File: src/rtl/l2_bank_pkg.sv
// ----------------------------------------------------------------------------
// l2_bank_pkg
// Shared types and constants for the L2 bank adapter slice.
//   - resp_entry_t : one slot of the response pipeline {valid, id, is_read, err}
//   - OPC_OK/OPC_ERR : response opcode values
//   - ERR_CNT_WIDTH : width of the saturating address-error counter
//   - sat_inc() : saturating increment used by the error counter
// ----------------------------------------------------------------------------
package l2_bank_pkg;

  localparam int unsigned ERR_CNT_WIDTH = 16;

  // Requester ID width carried through the response pipeline.
  localparam int unsigned RESP_ID_WIDTH = 16;

  localparam logic OPC_OK  = 1'b0;
  localparam logic OPC_ERR = 1'b1;

  typedef struct packed {
    logic                     valid;
    logic [RESP_ID_WIDTH-1:0] id;
    logic                     is_read;
    logic                     err;
  } resp_entry_t;

  // Increment that sticks at all-ones instead of wrapping.
  function automatic logic [ERR_CNT_WIDTH-1:0] sat_inc(input logic [ERR_CNT_WIDTH-1:0] v);
    return (&v) ? v : v + 1'b1;
  endfunction

endpackage

File: src/rtl/l2_bank_adapter_if.sv
// ----------------------------------------------------------------------------
// l2_bank_adapter_if
// Request/response bus between the single-channel L2 request block and the
// bank adapter.
//   Request : data_req_i, data_add_i, data_wen_i, data_wdata_i, data_wtag_i,
//             data_be_i, data_ID_i  ->  data_gnt_o
//   Response: data_r_valid_o, data_r_ID_o, data_r_rdata_o, data_r_rtag_o,
//             data_r_opc_o
//
// Handshake: a request transfers on the rising clock edge where data_req_i
// and data_gnt_o are both 1. data_gnt_o is combinational from data_req_i, so
// the requester holds data_req_i and all request fields stable until it sees
// the grant. The response channel has no backpressure: data_r_valid_o is a
// one-cycle pulse per accepted request, delivered in acceptance order, and
// the response fields are meaningful only in that cycle.
//
// modport master : the request block side
// modport slave  : the bank adapter side
// ----------------------------------------------------------------------------
interface l2_bank_adapter_if #(
  parameter int unsigned ADDR_WIDTH = 32,
  parameter int unsigned DATA_WIDTH = 64,
  parameter int unsigned BE_WIDTH   = DATA_WIDTH / 8,
  parameter int unsigned TAG_WIDTH  = DATA_WIDTH / 8,
  parameter int unsigned ID_WIDTH   = 16
);

  logic                  data_req_i;
  logic [ADDR_WIDTH-1:0] data_add_i;
  logic                  data_wen_i;
  logic [DATA_WIDTH-1:0] data_wdata_i;
  logic [TAG_WIDTH-1:0]  data_wtag_i;
  logic [BE_WIDTH-1:0]   data_be_i;
  logic [ID_WIDTH-1:0]   data_ID_i;
  logic                  data_gnt_o;

  logic                  data_r_valid_o;
  logic [ID_WIDTH-1:0]   data_r_ID_o;
  logic [DATA_WIDTH-1:0] data_r_rdata_o;
  logic [TAG_WIDTH-1:0]  data_r_rtag_o;
  logic                  data_r_opc_o;

  modport master (
    output data_req_i, data_add_i, data_wen_i, data_wdata_i, data_wtag_i,
           data_be_i, data_ID_i,
    input  data_gnt_o,
    input  data_r_valid_o, data_r_ID_o, data_r_rdata_o, data_r_rtag_o,
           data_r_opc_o
  );

  modport slave (
    input  data_req_i, data_add_i, data_wen_i, data_wdata_i, data_wtag_i,
           data_be_i, data_ID_i,
    output data_gnt_o,
    output data_r_valid_o, data_r_ID_o, data_r_rdata_o, data_r_rtag_o,
           data_r_opc_o
  );

endinterface

File: src/rtl/l2_resp_pipe.sv
// ----------------------------------------------------------------------------
// l2_resp_pipe
// DEPTH-stage shift register of response entries. An entry presented on
// in_entry in cycle T appears on out_entry in cycle T+DEPTH, lining up with
// the SRAM read data of the same access. Reset clears every stage, which
// drops any responses still in flight.
//   clk, rst_n : clock, asynchronous active-low reset
//   in_entry   : entry captured at the end of the current cycle
//   out_entry  : entry leaving the last stage
// ----------------------------------------------------------------------------
module l2_resp_pipe
  import l2_bank_pkg::*;
#(
  parameter int DEPTH = 1
) (
  input  logic        clk,
  input  logic        rst_n,
  input  resp_entry_t in_entry,
  output resp_entry_t out_entry
);

  resp_entry_t stage_q [DEPTH];

  always_ff @(posedge clk or negedge rst_n) begin
    if (!rst_n) begin
      for (int i = 0; i < DEPTH; i++) begin
        stage_q[i] <= '0;
      end
    end else begin
      stage_q[0] <= in_entry;
      for (int i = 1; i < DEPTH; i++) begin
        stage_q[i] <= stage_q[i-1];
      end
    end
  end

  assign out_entry = stage_q[DEPTH-1];

endmodule

File: src/rtl/l2_bank_adapter.sv
// ----------------------------------------------------------------------------
// l2_bank_adapter
// Drives one single-port L2 SRAM bank from the arbitrated request stream and
// returns one response per accepted request, MEM_LATENCY cycles later.
// Requests outside [BASE_ADDR, BASE_ADDR + MEM_WORDS*BE_WIDTH) are accepted
// but do not touch the SRAM; they answer with OPC_ERR and bump err_cnt_o.
//
// Ports:
//   clk, rst_n      : clock, asynchronous active-low reset
//   bus (slave)     : request/grant and response channel
//   bank_stall_i    : bank busy this cycle; withholds the grant
//   mem_cen_o/wen_o : SRAM chip/write enables, active low
//   mem_add_o       : SRAM word address
//   mem_wdata_o/wtag_o/be_o : SRAM write data, tag, byte enables
//   mem_rdata_i/rtag_i      : SRAM read data/tag, MEM_LATENCY cycles after access
//   err_cnt_o       : saturating count of accepted out-of-range requests
// ----------------------------------------------------------------------------
module l2_bank_adapter
  import l2_bank_pkg::*;
#(
  parameter int unsigned           ADDR_WIDTH     = 32,
  parameter int unsigned           DATA_WIDTH     = 64,
  parameter int unsigned           BE_WIDTH       = DATA_WIDTH / 8,
  parameter int unsigned           TAG_WIDTH      = DATA_WIDTH / 8,
  parameter int unsigned           ID_WIDTH       = 16,
  parameter int unsigned           MEM_WORDS      = 8192,
  parameter int unsigned           MEM_ADDR_WIDTH = $clog2(MEM_WORDS),
  parameter logic [ADDR_WIDTH-1:0] BASE_ADDR      = 32'h1C00_0000,
  parameter int                    MEM_LATENCY    = 1
) (
  input  logic                      clk,
  input  logic                      rst_n,
  l2_bank_adapter_if.slave          bus,
  input  logic                      bank_stall_i,
  output logic                      mem_cen_o,
  output logic                      mem_wen_o,
  output logic [MEM_ADDR_WIDTH-1:0] mem_add_o,
  output logic [DATA_WIDTH-1:0]     mem_wdata_o,
  output logic [TAG_WIDTH-1:0]      mem_wtag_o,
  output logic [BE_WIDTH-1:0]       mem_be_o,
  input  logic [DATA_WIDTH-1:0]     mem_rdata_i,
  input  logic [TAG_WIDTH-1:0]      mem_rtag_i,
  output logic [ERR_CNT_WIDTH-1:0]  err_cnt_o
);

  if (MEM_LATENCY < 1 || MEM_LATENCY > 4) begin : g_bad_latency
    $error("l2_bank_adapter: MEM_LATENCY must be in 1..4");
  end

  if (ID_WIDTH != RESP_ID_WIDTH) begin : g_bad_id_width
    $error("l2_bank_adapter: ID_WIDTH must equal l2_bank_pkg::RESP_ID_WIDTH");
  end

  localparam int unsigned           OFF_SHIFT   = $clog2(BE_WIDTH);
  localparam logic [ADDR_WIDTH-1:0] MEM_WORDS_A = ADDR_WIDTH'(MEM_WORDS);

  // --------------------------------------------------------------------------
  // Address decode. The subtraction wraps, so addresses below BASE_ADDR are
  // caught by the explicit >= compare rather than by the index bound.
  // --------------------------------------------------------------------------
  logic [ADDR_WIDTH-1:0] off;
  logic [ADDR_WIDTH-1:0] idx;
  logic                  in_range;

  assign off      = bus.data_add_i - BASE_ADDR;
  assign idx      = off >> OFF_SHIFT;
  assign in_range = (bus.data_add_i >= BASE_ADDR) && (idx < MEM_WORDS_A);

  // --------------------------------------------------------------------------
  // Grant and SRAM drive. No buffering: a granted in-range request goes
  // straight to the SRAM in the same cycle.
  // --------------------------------------------------------------------------
  logic gnt;
  logic mem_access;

  assign gnt            = bus.data_req_i & ~bank_stall_i;
  assign mem_access     = gnt & in_range;
  assign bus.data_gnt_o = gnt;

  always_comb begin
    mem_cen_o   = 1'b1;
    mem_wen_o   = 1'b1;
    mem_add_o   = '0;
    mem_wdata_o = '0;
    mem_wtag_o  = '0;
    mem_be_o    = '0;
    if (mem_access) begin
      mem_cen_o   = 1'b0;
      mem_wen_o   = bus.data_wen_i;
      mem_add_o   = idx[MEM_ADDR_WIDTH-1:0];
      mem_wdata_o = bus.data_wdata_i;
      mem_wtag_o  = bus.data_wtag_i;
      mem_be_o    = bus.data_be_i;
    end
  end

  // --------------------------------------------------------------------------
  // Response pipeline. Every grant, in range or not, enters the pipe so the
  // requester always gets exactly one response per accepted request.
  // --------------------------------------------------------------------------
  resp_entry_t in_entry;
  resp_entry_t out_entry;

  always_comb begin
    in_entry = '0;
    if (gnt) begin
      in_entry.valid   = 1'b1;
      in_entry.id      = bus.data_ID_i;
      in_entry.is_read = bus.data_wen_i;
      in_entry.err     = ~in_range;
    end
  end

  l2_resp_pipe #(
    .DEPTH (MEM_LATENCY)
  ) u_resp_pipe (
    .clk       (clk),
    .rst_n     (rst_n),
    .in_entry  (in_entry),
    .out_entry (out_entry)
  );

  // Response fields are zero outside a valid cycle; read data is forwarded
  // only for error-free reads since writes and rejected accesses leave the
  // SRAM outputs meaningless.
  always_comb begin
    bus.data_r_valid_o = out_entry.valid;
    bus.data_r_ID_o    = '0;
    bus.data_r_rdata_o = '0;
    bus.data_r_rtag_o  = '0;
    bus.data_r_opc_o   = OPC_OK;
    if (out_entry.valid) begin
      bus.data_r_ID_o  = out_entry.id;
      bus.data_r_opc_o = out_entry.err ? OPC_ERR : OPC_OK;
      if (out_entry.is_read && !out_entry.err) begin
        bus.data_r_rdata_o = mem_rdata_i;
        bus.data_r_rtag_o  = mem_rtag_i;
      end
    end
  end

  // --------------------------------------------------------------------------
  // Saturating address-error counter.
  // --------------------------------------------------------------------------
  logic [ERR_CNT_WIDTH-1:0] err_cnt_q;

  always_ff @(posedge clk or negedge rst_n) begin
    if (!rst_n) begin
      err_cnt_q <= '0;
    end else if (gnt && !in_range) begin
      err_cnt_q <= sat_inc(err_cnt_q);
    end
  end

  assign err_cnt_o = err_cnt_q;

endmodule
File: src/flat_wrapper.sv
// flat-port wrapper written by rule: the top's interface ports become plain ports
module l2_bank_adapter_flat import l2_bank_pkg::*;
#(
  parameter int unsigned           ADDR_WIDTH     = 32,
  parameter int unsigned           DATA_WIDTH     = 64,
  parameter int unsigned           BE_WIDTH       = DATA_WIDTH / 8,
  parameter int unsigned           TAG_WIDTH      = DATA_WIDTH / 8,
  parameter int unsigned           ID_WIDTH       = 16,
  parameter int unsigned           MEM_WORDS      = 8192,
  parameter int unsigned           MEM_ADDR_WIDTH = $clog2(MEM_WORDS),
  parameter logic [ADDR_WIDTH-1:0] BASE_ADDR      = 32'h1C00_0000,
  parameter int                    MEM_LATENCY    = 1
)
  (clk, rst_n, bank_stall_i, mem_cen_o, mem_wen_o, mem_add_o, mem_wdata_o, mem_wtag_o, mem_be_o, mem_rdata_i, mem_rtag_i, err_cnt_o, bus_data_req_i, bus_data_add_i, bus_data_wen_i, bus_data_wdata_i, bus_data_wtag_i, bus_data_be_i, bus_data_ID_i, bus_data_gnt_o, bus_data_r_valid_o, bus_data_r_ID_o, bus_data_r_rdata_o, bus_data_r_rtag_o, bus_data_r_opc_o);
  l2_bank_adapter_if #(.ADDR_WIDTH(ADDR_WIDTH), .DATA_WIDTH(DATA_WIDTH), .BE_WIDTH(BE_WIDTH), .TAG_WIDTH(TAG_WIDTH), .ID_WIDTH(ID_WIDTH)) bus_i ();
  input  logic clk;
  input  logic rst_n;
  input  logic bank_stall_i;
  output logic mem_cen_o;
  output logic mem_wen_o;
  output logic [MEM_ADDR_WIDTH-1:0] mem_add_o;
  output logic [DATA_WIDTH-1:0] mem_wdata_o;
  output logic [TAG_WIDTH-1:0] mem_wtag_o;
  output logic [BE_WIDTH-1:0] mem_be_o;
  input  logic [DATA_WIDTH-1:0] mem_rdata_i;
  input  logic [TAG_WIDTH-1:0] mem_rtag_i;
  output logic [ERR_CNT_WIDTH-1:0] err_cnt_o;
  input wire logic [$bits(bus_i.data_req_i)-1:0] bus_data_req_i;
  input wire logic [$bits(bus_i.data_add_i)-1:0] bus_data_add_i;
  input wire logic [$bits(bus_i.data_wen_i)-1:0] bus_data_wen_i;
  input wire logic [$bits(bus_i.data_wdata_i)-1:0] bus_data_wdata_i;
  input wire logic [$bits(bus_i.data_wtag_i)-1:0] bus_data_wtag_i;
  input wire logic [$bits(bus_i.data_be_i)-1:0] bus_data_be_i;
  input wire logic [$bits(bus_i.data_ID_i)-1:0] bus_data_ID_i;
  output wire logic [$bits(bus_i.data_gnt_o)-1:0] bus_data_gnt_o;
  output wire logic [$bits(bus_i.data_r_valid_o)-1:0] bus_data_r_valid_o;
  output wire logic [$bits(bus_i.data_r_ID_o)-1:0] bus_data_r_ID_o;
  output wire logic [$bits(bus_i.data_r_rdata_o)-1:0] bus_data_r_rdata_o;
  output wire logic [$bits(bus_i.data_r_rtag_o)-1:0] bus_data_r_rtag_o;
  output wire logic [$bits(bus_i.data_r_opc_o)-1:0] bus_data_r_opc_o;
  assign bus_i.data_req_i = bus_data_req_i;
  assign bus_i.data_add_i = bus_data_add_i;
  assign bus_i.data_wen_i = bus_data_wen_i;
  assign bus_i.data_wdata_i = bus_data_wdata_i;
  assign bus_i.data_wtag_i = bus_data_wtag_i;
  assign bus_i.data_be_i = bus_data_be_i;
  assign bus_i.data_ID_i = bus_data_ID_i;
  assign bus_data_gnt_o = bus_i.data_gnt_o;
  assign bus_data_r_valid_o = bus_i.data_r_valid_o;
  assign bus_data_r_ID_o = bus_i.data_r_ID_o;
  assign bus_data_r_rdata_o = bus_i.data_r_rdata_o;
  assign bus_data_r_rtag_o = bus_i.data_r_rtag_o;
  assign bus_data_r_opc_o = bus_i.data_r_opc_o;
  l2_bank_adapter #(.ADDR_WIDTH(ADDR_WIDTH), .DATA_WIDTH(DATA_WIDTH), .BE_WIDTH(BE_WIDTH), .TAG_WIDTH(TAG_WIDTH), .ID_WIDTH(ID_WIDTH), .MEM_WORDS(MEM_WORDS), .MEM_ADDR_WIDTH(MEM_ADDR_WIDTH), .BASE_ADDR(BASE_ADDR), .MEM_LATENCY(MEM_LATENCY)) u_core (.clk(clk), .rst_n(rst_n), .bus(bus_i), .bank_stall_i(bank_stall_i), .mem_cen_o(mem_cen_o), .mem_wen_o(mem_wen_o), .mem_add_o(mem_add_o), .mem_wdata_o(mem_wdata_o), .mem_wtag_o(mem_wtag_o), .mem_be_o(mem_be_o), .mem_rdata_i(mem_rdata_i), .mem_rtag_i(mem_rtag_i), .err_cnt_o(err_cnt_o));
endmodule
File: config.mk
export PLATFORM = sky130hd
export DESIGN_NAME = l2_bank_adapter_flat
export DESIGN_NICKNAME = d
export VERILOG_FILES = /design/src/rtl/l2_bank_pkg.sv /design/src/rtl/l2_bank_adapter_if.sv /design/src/rtl/l2_resp_pipe.sv /design/src/rtl/l2_bank_adapter.sv /design/src/flat_wrapper.sv
export SDC_FILE = /design/constraint.sdc
export NUM_CORES = 1
export LEC_CHECK = 0
export BUFFER_PORTS_ARGS = -buffer_cell sky130_fd_sc_hd__buf_4
export CAP_MARGIN = 10
export CORE_AREA = 5 5 154 156
export DETAILED_ROUTE_END_ITERATION = 6
export DIE_AREA = 0 0 159 161
export PLACE_DENSITY_LB_ADDON = 0.15
export SYNTH_ARGS = -nofsm -noshare
export SYNTH_HDL_FRONTEND = slang
export SYNTH_SLANG_ARGS = --single-unit
File: constraint.sdc
create_clock -name clk -period 2.6 [get_ports clk]
set_clock_uncertainty 0.15 [all_clocks]
set_input_delay 0.13 -clock clk [delete_from_list [all_inputs] [get_ports clk]]
set_output_delay 0.13 -clock clk [all_outputs]
set_load 0.01 [all_outputs]
==> metrics.cfg, run 1 <==
[setup_path]
cp-end-kind = flip-flop
startpoint_type = flip-flop
cp_cell_sequence = ha_1 > nand3_2 > or3_4 > nor4b_4 > nand3_1 > xnor2_1
crit_arrival_ns = 2.04
startpoint = u_core.err_cnt_o[0]$_DFFE_PN0P_
cp_slowest_stage_delay_ns = 0.45
cp_max_fo = 5
crit_type = reg2reg
critPathRequiredTime_ns = 2.61
reg2reg_from = u_core.err_cnt_o[0]$_DFFE_PN0P_
reg2regPathDepth = 6
slowest_stage = or3_4

[logic_synthesis]
yosysMostFrequentCell = and2_1
postSynthCellCount = 325
synth.area.top_cells = dfrtp_1 (33%), and2_1 (25%), and3_1 (22%)
synth_seq_cells = 35
netlist.area_leader.share = 0.326
yosysTopAreaCell = dfrtp_1
yosys-top-cells-count = and2_1 (107), and3_1 (94), dfrtp_1 (35)
synth_edf_count = 0
yosys_warnings = 0
netlist_area_um2 = 2690
syn_nets = 531
synth_ff_type = dfrtp_1
yosysUniqueCellTypes = 29
async_flop_share = 1.00
yosysSeqAreaShare = 0.326
avgSynthCellArea_um2 = 8.27

[drt]
drc_errors = 0
drtAntennaViolNets = 0
dr.pass1.iters = 4
wirelength_um = 18300
avgRoutedWirePerCell_um = 18.0
vias = 3884
drtIter0Drc = 150
vias_per_cell = 3.83

[placed_design]
dpl_worst_slack_ns = 0.552
dp_hpwl_um = 15700
port_buffers = 403
routabilityCongestion = 0.793

[clocking]
path_clk_slew_ns = 0.05
cts.sinks = 35
htree_levels = 2
cts_tree = done
cts.path.max_buffers = 2
cts_buffers = 5
clock_latency_ns = 0.28
cts.repair.resized = 0
cts.root.buffer_cell = clkbuf_16

[floorplanning]
die_h_um = 161
num_rows = 55
start_util = 0.121
core-area_um2 = 22200
die_w_um = 159
die_area_um2 = 25600
ioPinCount = 407

[pwr]
swShare = 0.264
power_mw = 1.77
peakVddDrop_mv = 0.185
internal_power_mw = 1.30
p_per_area_nw_per_um2 = 278
p_comb_frac = 0.288
p_leak_nw = 3.73
power_frac_clock = 0.337
switchingPower_uw = 466
seqPwrFrac = 0.375

[global_routing]
grt.overflow.total = 0
track_usage = 0.132
grt_pass1_wl_um = 26300
grt_max_degree = 73
first_global_vias = 4003
antenna_found_initial = 0

[sta]
setup_viol_count_final = 0
slew-limit-headroom = 0.658
slew_violations = 0
rsz0062_at_grt = false
post-route-period-util = 0.781
fmax_mhz = 492
setup_ws_ns = 0.569
period_needed_ns = 2.03
hold_viol = 0
fin_tns_setup_ns = 0
timing.hold.ws_ns = 0.220
worst_slew_pin_slew_ns = 0.514

[finish]
areaGrowthSynthToFinish_pct = 136
diodes = 0
drive_above_1_share = 0.583
layout.nets = 935

[outcome]
status = finished clean

[job]
max_cap_viol_count = 0

[min_path]
min_path_type = in2async

[cells by family after synthesis]
| family | after synthesis | synth area share |
|---|---|---|
| compound gates | 4 | 0.0163 |
| flops | 35 | 0.326 |
| buf+inv | 32 | 0.0493 |
| fa+ha+maj | 1 | 0.00465 |
| xor+xnor | 15 | 0.0489 |
| simple gates | 238 | 0.555 |
[worst max-delay path, delay by kind of cell, from the launching register on]
family | cells | cell delay (ns)
XOR/XNOR | 1 | 0.14
adder cells (fa/ha/maj) | 1 | 0.21
flip-flops | 1 | 0.42
AND/OR/NAND/NOR | 4 | 0.99
[power groups by stage]
stage                     logic, mW  clock network [mW]  registers [mW]
final                         0.508               0.595           0.662
after global routing          0.558               0.643           0.673
after CTS                     0.521               0.625           0.663
after detailed placement      0.498                   0           0.673
after global placement        0.496                   0           0.669
after floorplan               0.111                   0           0.677
[cell usage in the layout, fill, tap and decap left out, drive strengths merged, types with 2 or more instances in the layout]
master and n:
xor2 4, and3 94, clkbuf 6, nor4 2, xnor2 11, nand3 8, nand2 8, nor4b 2
nor2 5, nand2b 2, inv 2, and2 107, dfrtp 35, buf 409, and4 2, dlygate4sd3 18
nand4 4
[metrics by stage]
| step | instances | cell area (um^2) | util |
|---|---|---|---|
| after floorplan | 325 | 2690 | - |
| after global placement | 989 | 6020 | 0.271 |
| after detailed placement | 989 | 6020 | 0.271 |
| after CTS | 1014 | 6350 | 0.286 |
| after global routing | 1014 | 6350 | 0.286 |
| final | 1014 | 6350 | 0.286 |
[final cells by class]
| class | instances | area (um^2) |
|---|---|---|
| Clock buffer | 6 | 139 |
| Clock inverter | 1 | 5.00 |
| Fill cell | 2460 | 15900 |
| Inverter | 2 | 7.51 |
| Multi-Input combinational cell | 258 | 1690 |
| Sequential cell | 35 | 876 |
| Tap cell | 285 | 357 |
| Timing Repair Buffer | 427 | 3280 |
[timing repair]
item                      CTS  global route
hold endpoints to repair   52             0
setup buffers               0             0
hold buffers               18             0
[state kept, by name, indices dropped and copies added, names as in the netlist]
register	count
u_core.u_resp_pipe.out_entry	19
u_core.err_cnt_o	16
[metal layers]
metal	routed length, um	global-route usage
met1	6000	0.125
met2	9700	0.255
met3	2090	0.0574
met4	482	0.0434
met5	0	0
[path summary, 6_finish.rpt]
path | slack [ns] | to
setup / recovery | 0.57 | u_core.err_cnt_o[12]$_DFFE_PN0P_
hold / removal | 0.22 | u_core.err_cnt_o[8]$_DFFE_PN0P_
setup reg to reg | 0.57 | u_core.err_cnt_o[12]$_DFFE_PN0P_
hold reg to reg | 0.35 | u_core.err_cnt_o[6]$_DFFE_PN0P_
max in group asynchronous | 1.72 | u_core.u_resp_pipe.out_entry[10]$_DFF_PN0_
min in group clk | 0.29 | u_core.u_resp_pipe.out_entry[0]$_DFF_PN0_
No activity file was read; power rests on OpenSTA's default activity.
==> run 2, diff against run 1 <==
- CORE_AREA: 5 5 154 156 -> 5 5 153 155
- DIE_AREA: 0 0 159 161 -> 0 0 158 160
- clock period: 2.6 -> 1.8 ns (I/O delays scaled with it)
==> metrics.cfg, run 2 (same netlist as run 1, synthesis figures left out) <==
[outcome]
status = complete, but fails checks
violations = setup timing

[sta]
setup_ws_ns = -0.00953
post-route-period-util = 1.01
fmax_mhz = 553
slew_violations = 0
timing.hold.ws_ns = 0.125
fin_tns_setup_ns = -0.0199
hold_viol = 0
worst_slew_pin_slew_ns = 0.497
slew-limit-headroom = 0.668
rsz0062_at_grt = true
setup_viol_count_final = 3
period_needed_ns = 1.81

[setup_path]
startpoint_type = flip-flop
critPathRequiredTime_ns = 1.82
crit_type = reg2reg
cp_slowest_stage_delay_ns = 0.39
reg2reg_from = u_core.err_cnt_o[1]$_DFFE_PN0P_
critPathTopFamily = simple AND/OR/NAND/NOR gates
cp.depth = 6
cp_cell_sequence = ha_4 > nand3_4 > or3_4 > nor4b_4 > nand3_1 > xnor2_1
crit_arrival_ns = 1.83
cp-end-kind = flip-flop
r2r_end = u_core.err_cnt_o[14]$_DFFE_PN0P_
critPathBufInv = 0
slowest_stage = dfrtp_1
reg2regPathDepth = 6
cp_max_fo = 3
rrSetupSlack_ns = -0.01

[pwr]
swShare = 0.263
seqPwrFrac = 0.320
peakVddDrop_mv = 0.354
switchingPower_uw = 765
p_comb_frac = 0.331
power_frac_clock = 0.349
internal_power_mw = 2.14
p_per_area_nw_per_um2 = 435
p_leak_nw = 3.89

[floorplanning]
die_w_um = 158
num_rows = 54
core-area_um2 = 21700
ioPinCount = 407
die_area_um2 = 25300
start_util = 0.124
die_h_um = 160

[drt]
drtIter0Drc = 107
drc_errors = 0
avgRoutedWirePerCell_um = 17.3
vias_per_cell = 3.88
vias = 4012
wirelength_um = 17900
drtAntennaViolNets = 0
dr.pass1.iters = 4

[finish]
final_cell_mix = buf_4 (428), and2_1 (107), and3_1 (94)
diodes = 0
fillCellCount = 2309
final_area_um2 = 6690
final_common_cell = buf_4
areaGrowthSynthToFinish_pct = 149
fin_util = 0.308
post_layout_nonfiller_instances = 1035
layout.nets = 960
largest_reg_flops = 19
drive_above_1_share = 0.615

[placed_design]
placed_area_um2 = 6190
dp_hpwl_um = 15200
placedCellCount = 1003
port_buffers = 403
routabilityCongestion = 0.870

[min_path]
holdPathStages = 3
min_path_type = in2reg
min_to = u_core.u_resp_pipe.out_entry[0]$_DFF_PN0_
worstHoldStart = bus_data_req_i

[global_routing]
grt_pass1_wl_um = 25100
antenna_found_initial = 0
track_usage = 0.127
first_global_vias = 4245
grt_max_degree = 106
grt.overflow.total = 0

[clocking]
path_clk_slew_ns = 0.06
htree_levels = 2
clock_latency_ns = 0.28
cts.path.max_buffers = 2
cts.sinks = 35
cts_buffers = 5
cts_tree = done
cts.root.buffer_cell = clkbuf_16

[job]
max_cap_viol_count = 0

run 2: power by group through the flow:
| stage | clock (mW) | combinational (mW) | sequential (mW) |
|---|---|---|---|
| detailed placement | 0 | 0.862 | 0.925 |
| global placement | 0 | 0.853 | 0.918 |
| finish | 1.02 | 0.963 | 0.930 |
| global route | 1.10 | 1.05 | 0.938 |
| floorplan | 0 | 0.162 | 0.982 |
| CTS | 1.07 | 0.931 | 0.919 |
run 2: what timing repair did:
| item | in CTS | in global routing |
|---|---|---|
| setup buffers | 3 | 2 |
| gates resized for setup | 5 | 12 |
| endpoints found under the setup margin | 13 | 83 |
| hold endpoints to repair | 52 | 0 |
| pin swaps | 5 | 7 |
| cloned | 0 | 1 |
| hold buffers | 18 | 0 |
run 2: worst max path at each step:
stage,to,slack [ns],start
6_report,u_core.err_cnt_o[14]$_DFFE_PN0P_,-0.01,u_core.err_cnt_o[1]$_DFFE_PN0P_
2_1_floorplan,u_core.err_cnt_o[14]$_DFFE_PN0P_,-0.13,u_core.err_cnt_o[1]$_DFFE_PN0P_
3_3_place_gp,u_core.err_cnt_o[14]$_DFFE_PN0P_,-0.03,u_core.err_cnt_o[1]$_DFFE_PN0P_
3_5_place_dp,u_core.err_cnt_o[9]$_DFFE_PN0P_,-0.05,u_core.err_cnt_o[0]$_DFFE_PN0P_
5_1_grt,u_core.err_cnt_o[14]$_DFFE_PN0P_,-0.08,u_core.err_cnt_o[0]$_DFFE_PN0P_
4_1_cts,u_core.err_cnt_o[12]$_DFFE_PN0P_,-0.03,u_core.err_cnt_o[1]$_DFFE_PN0P_
run 2: final cells by class:
type	count	area, um^2	area share
well taps	280	350	0.0524
inverters	2	7.51	0.00112
clock inverters	3	47.5	0.00711
clock buffers	5	125	0.0187
repair buffers	452	3510	0.525
multi-input cells	258	1770	0.265
flip-flops and latches	35	877	0.131
run 2: worst reg2reg max path: cells and delay by family, from the launching register on:
kind                     cells  cell delay [ns]
XOR/XNOR                     1             0.15
AND/OR/NAND/NOR              4             0.86
adder cells (fa/ha/maj)      1             0.16
flip-flops                   1             0.39
run 2: stage by stage:
step	setup slack (ns)	power, mW
2_1_floorplan	-0.131	1.14
3_3_place_gp	-0.0305	1.77
3_5_place_dp	-0.0508	1.79
4_1_cts	-0.0326	2.92
5_1_grt	-0.0804	3.09
6_report	-0.00953	2.91
run 2: metal layers:
metal / global-route usage / vias up / share of wire
li1: - / 1940 / -
met1: 0.120 / 1800 / 0.31
met2: 0.251 / 255 / 0.54
met3: 0.0447 / 17 / 0.12
met4: 0.0399 / 0 / 0.023
met5: 0 / - / 0
==> run 3, diff against run 2 <==
- CORE_AREA: 5 5 153 155 -> 4 4 156 158
- DIE_AREA: 0 0 158 160 -> 0 0 160 162
==> metrics.cfg, run 3 (same netlist as run 1, synthesis figures left out) <==
[pwr]
swShare = 0.267
p_comb_frac = 0.348
p_per_area_nw_per_um2 = 398
power_mw = 2.70
seqPwrFrac = 0.339
p_leak_nw = 3.95
peakVddDrop_mv = 0.249
switchingPower_uw = 720
internal_power_mw = 1.98
power_frac_clock = 0.313

[finish]
final_common_cell = buf_4
fin_util = 0.293
drive_above_1_share = 0.610
areaGrowthSynthToFinish_pct = 152
final_area_um2 = 6780
diodes = 0
seq_area_um2 = 877
post_layout_nonfiller_instances = 1057
final_cell_mix = buf_4 (436), and2_1 (107), and3_1 (94)
layout.nets = 972
fillCellCount = 2575
multiInputGateArea_um2 = 1740
largest_reg_flops = 19

[floorplanning]
die_w_um = 160
die_h_um = 162
ioPinCount = 407
core-area_um2 = 23100
start_util = 0.116
die_area_um2 = 25900
num_rows = 56

[sta]
slew-limit-headroom = 0.656
rsz0062_at_grt = true
slew_violations = 0
post-route-period-util = 1.01
setup_viol_count_final = 3
worst_slew_pin_slew_ns = 0.516
fmax_mhz = 549
hold_viol = 0
setup_ws_ns = -0.0221
period_needed_ns = 1.82
timing.hold.ws_ns = 0.167

[setup_path]
rrSetupSlack_ns = -0.02
cp_cell_sequence = ha_4 > nand3_2 > or3_4 > nor4b_4 > nand3_1 > xnor2_1
crit_type = reg2reg
critPathRequiredTime_ns = 1.82
slowest_stage = dfrtp_1
cp_slowest_stage_delay_ns = 0.39
cp-end-kind = flip-flop
cp_max_fo = 3
startpoint_type = flip-flop
crit_arrival_ns = 1.84

[drt]
drc_errors = 0
drtAntennaViolNets = 0
dr.pass1.iters = 4
vias_per_cell = 3.77
vias = 3989
drtIter0Drc = 92
avgRoutedWirePerCell_um = 17.3
wirelength_um = 18300

[placed_design]
placedCellCount = 1029
dp_hpwl_um = 16200
placed_area_um2 = 6390
routabilityCongestion = 0.759
port_buffers = 403

[global_routing]
grt.overflow.total = 0
antenna_found_initial = 0
first_global_vias = 4232
grt_pass1_wl_um = 26100
grt_max_degree = 73
track_usage = 0.131

[clocking]
cts.path.max_buffers = 2
cts_tree = done
htree_levels = 2
cts.sinks = 35
path_clk_slew_ns = 0.06
cts_buffers = 5
cts.root.buffer_cell = clkbuf_16
clock_latency_ns = 0.28

[job]
max_cap_viol_count = 0

[outcome]
violations = setup timing
status = complete, but fails checks

[min_path]
min_path_type = in2async

-- run 3: layout make-up --
class | count | area share
Sequential cell | 35 | 0.129
Tap cell | 290 | 0.0535
Multi-Input combinational cell | 258 | 0.256
Timing Repair Buffer | 464 | 0.539
Clock buffer | 6 | 0.0190
Clock inverter | 2 | 0.00185
Inverter | 2 | 0.00111
-- run 3: worst paths after layout --
path                                                             endpoint  cells past startpoint                        startpoint
max in group asynchronous       u_core.u_resp_pipe.out_entry[9]$_DFF_PN0_                      2                             rst_n
worst max-delay path                     u_core.err_cnt_o[14]$_DFFE_PN0P_                      6   u_core.err_cnt_o[1]$_DFFE_PN0P_
worst min register to register           u_core.err_cnt_o[13]$_DFFE_PN0P_                      1  u_core.err_cnt_o[13]$_DFFE_PN0P_
worst min-delay path                     u_core.err_cnt_o[13]$_DFFE_PN0P_                      2                             rst_n
worst max register to register           u_core.err_cnt_o[14]$_DFFE_PN0P_                      6   u_core.err_cnt_o[1]$_DFFE_PN0P_
min in group clk                u_core.u_resp_pipe.out_entry[0]$_DFF_PN0_                      4                      bank_stall_i
-- run 3: repair_timing --
action | CTS | global route
cloned | 0 | 0
resized for setup | 3 | 4
pin swaps | 2 | 1
hold endpoints to repair | 52 | 0
hold buffers | 18 | 0
setup buffers | 2 | 0
setup endpoints to repair | 16 | 77
-- run 3: stage by stage --
step	worst slack [ns]	setup TNS [ns]
2_1_floorplan	-0.131	-0.262
3_3_place_gp	-0.0236	-0.0474
3_5_place_dp	-0.0268	-0.106
4_1_cts	-0.0348	-0.0892
5_1_grt	-0.152	-0.424
6_report	-0.0221	-0.0476
-- run 3: power by group through the flow --
stage / logic, mW / registers (mW) / clock network (mW)
2_1_floorplan: 0.162 / 0.982 / 0
3_3_place_gp: 0.890 / 0.920 / 0
3_5_place_dp: 0.895 / 0.920 / 0
4_1_cts: 0.957 / 0.915 / 0.903
5_1_grt: 1.04 / 0.926 / 0.919
6_report: 0.940 / 0.916 / 0.845
-- run 3: metal layers --
metal  vias to the layer above  wire length (um)  global-route usage
li1                       1965                 -                   -
met1                      1778              5860               0.121
met2                       241             10100               0.263
met3                         5              2250              0.0606
met4                         0               135              0.0235
met5                         -                 0                   0
-- run 3: critical path: cells and delay by family (launching register included) --
family                     cells  cell delay, ns
DFF                            1            0.39
adders and majority gates      1            0.15
and+or+nand+nor                4            0.87
xor gates and xnor gates       1            0.14
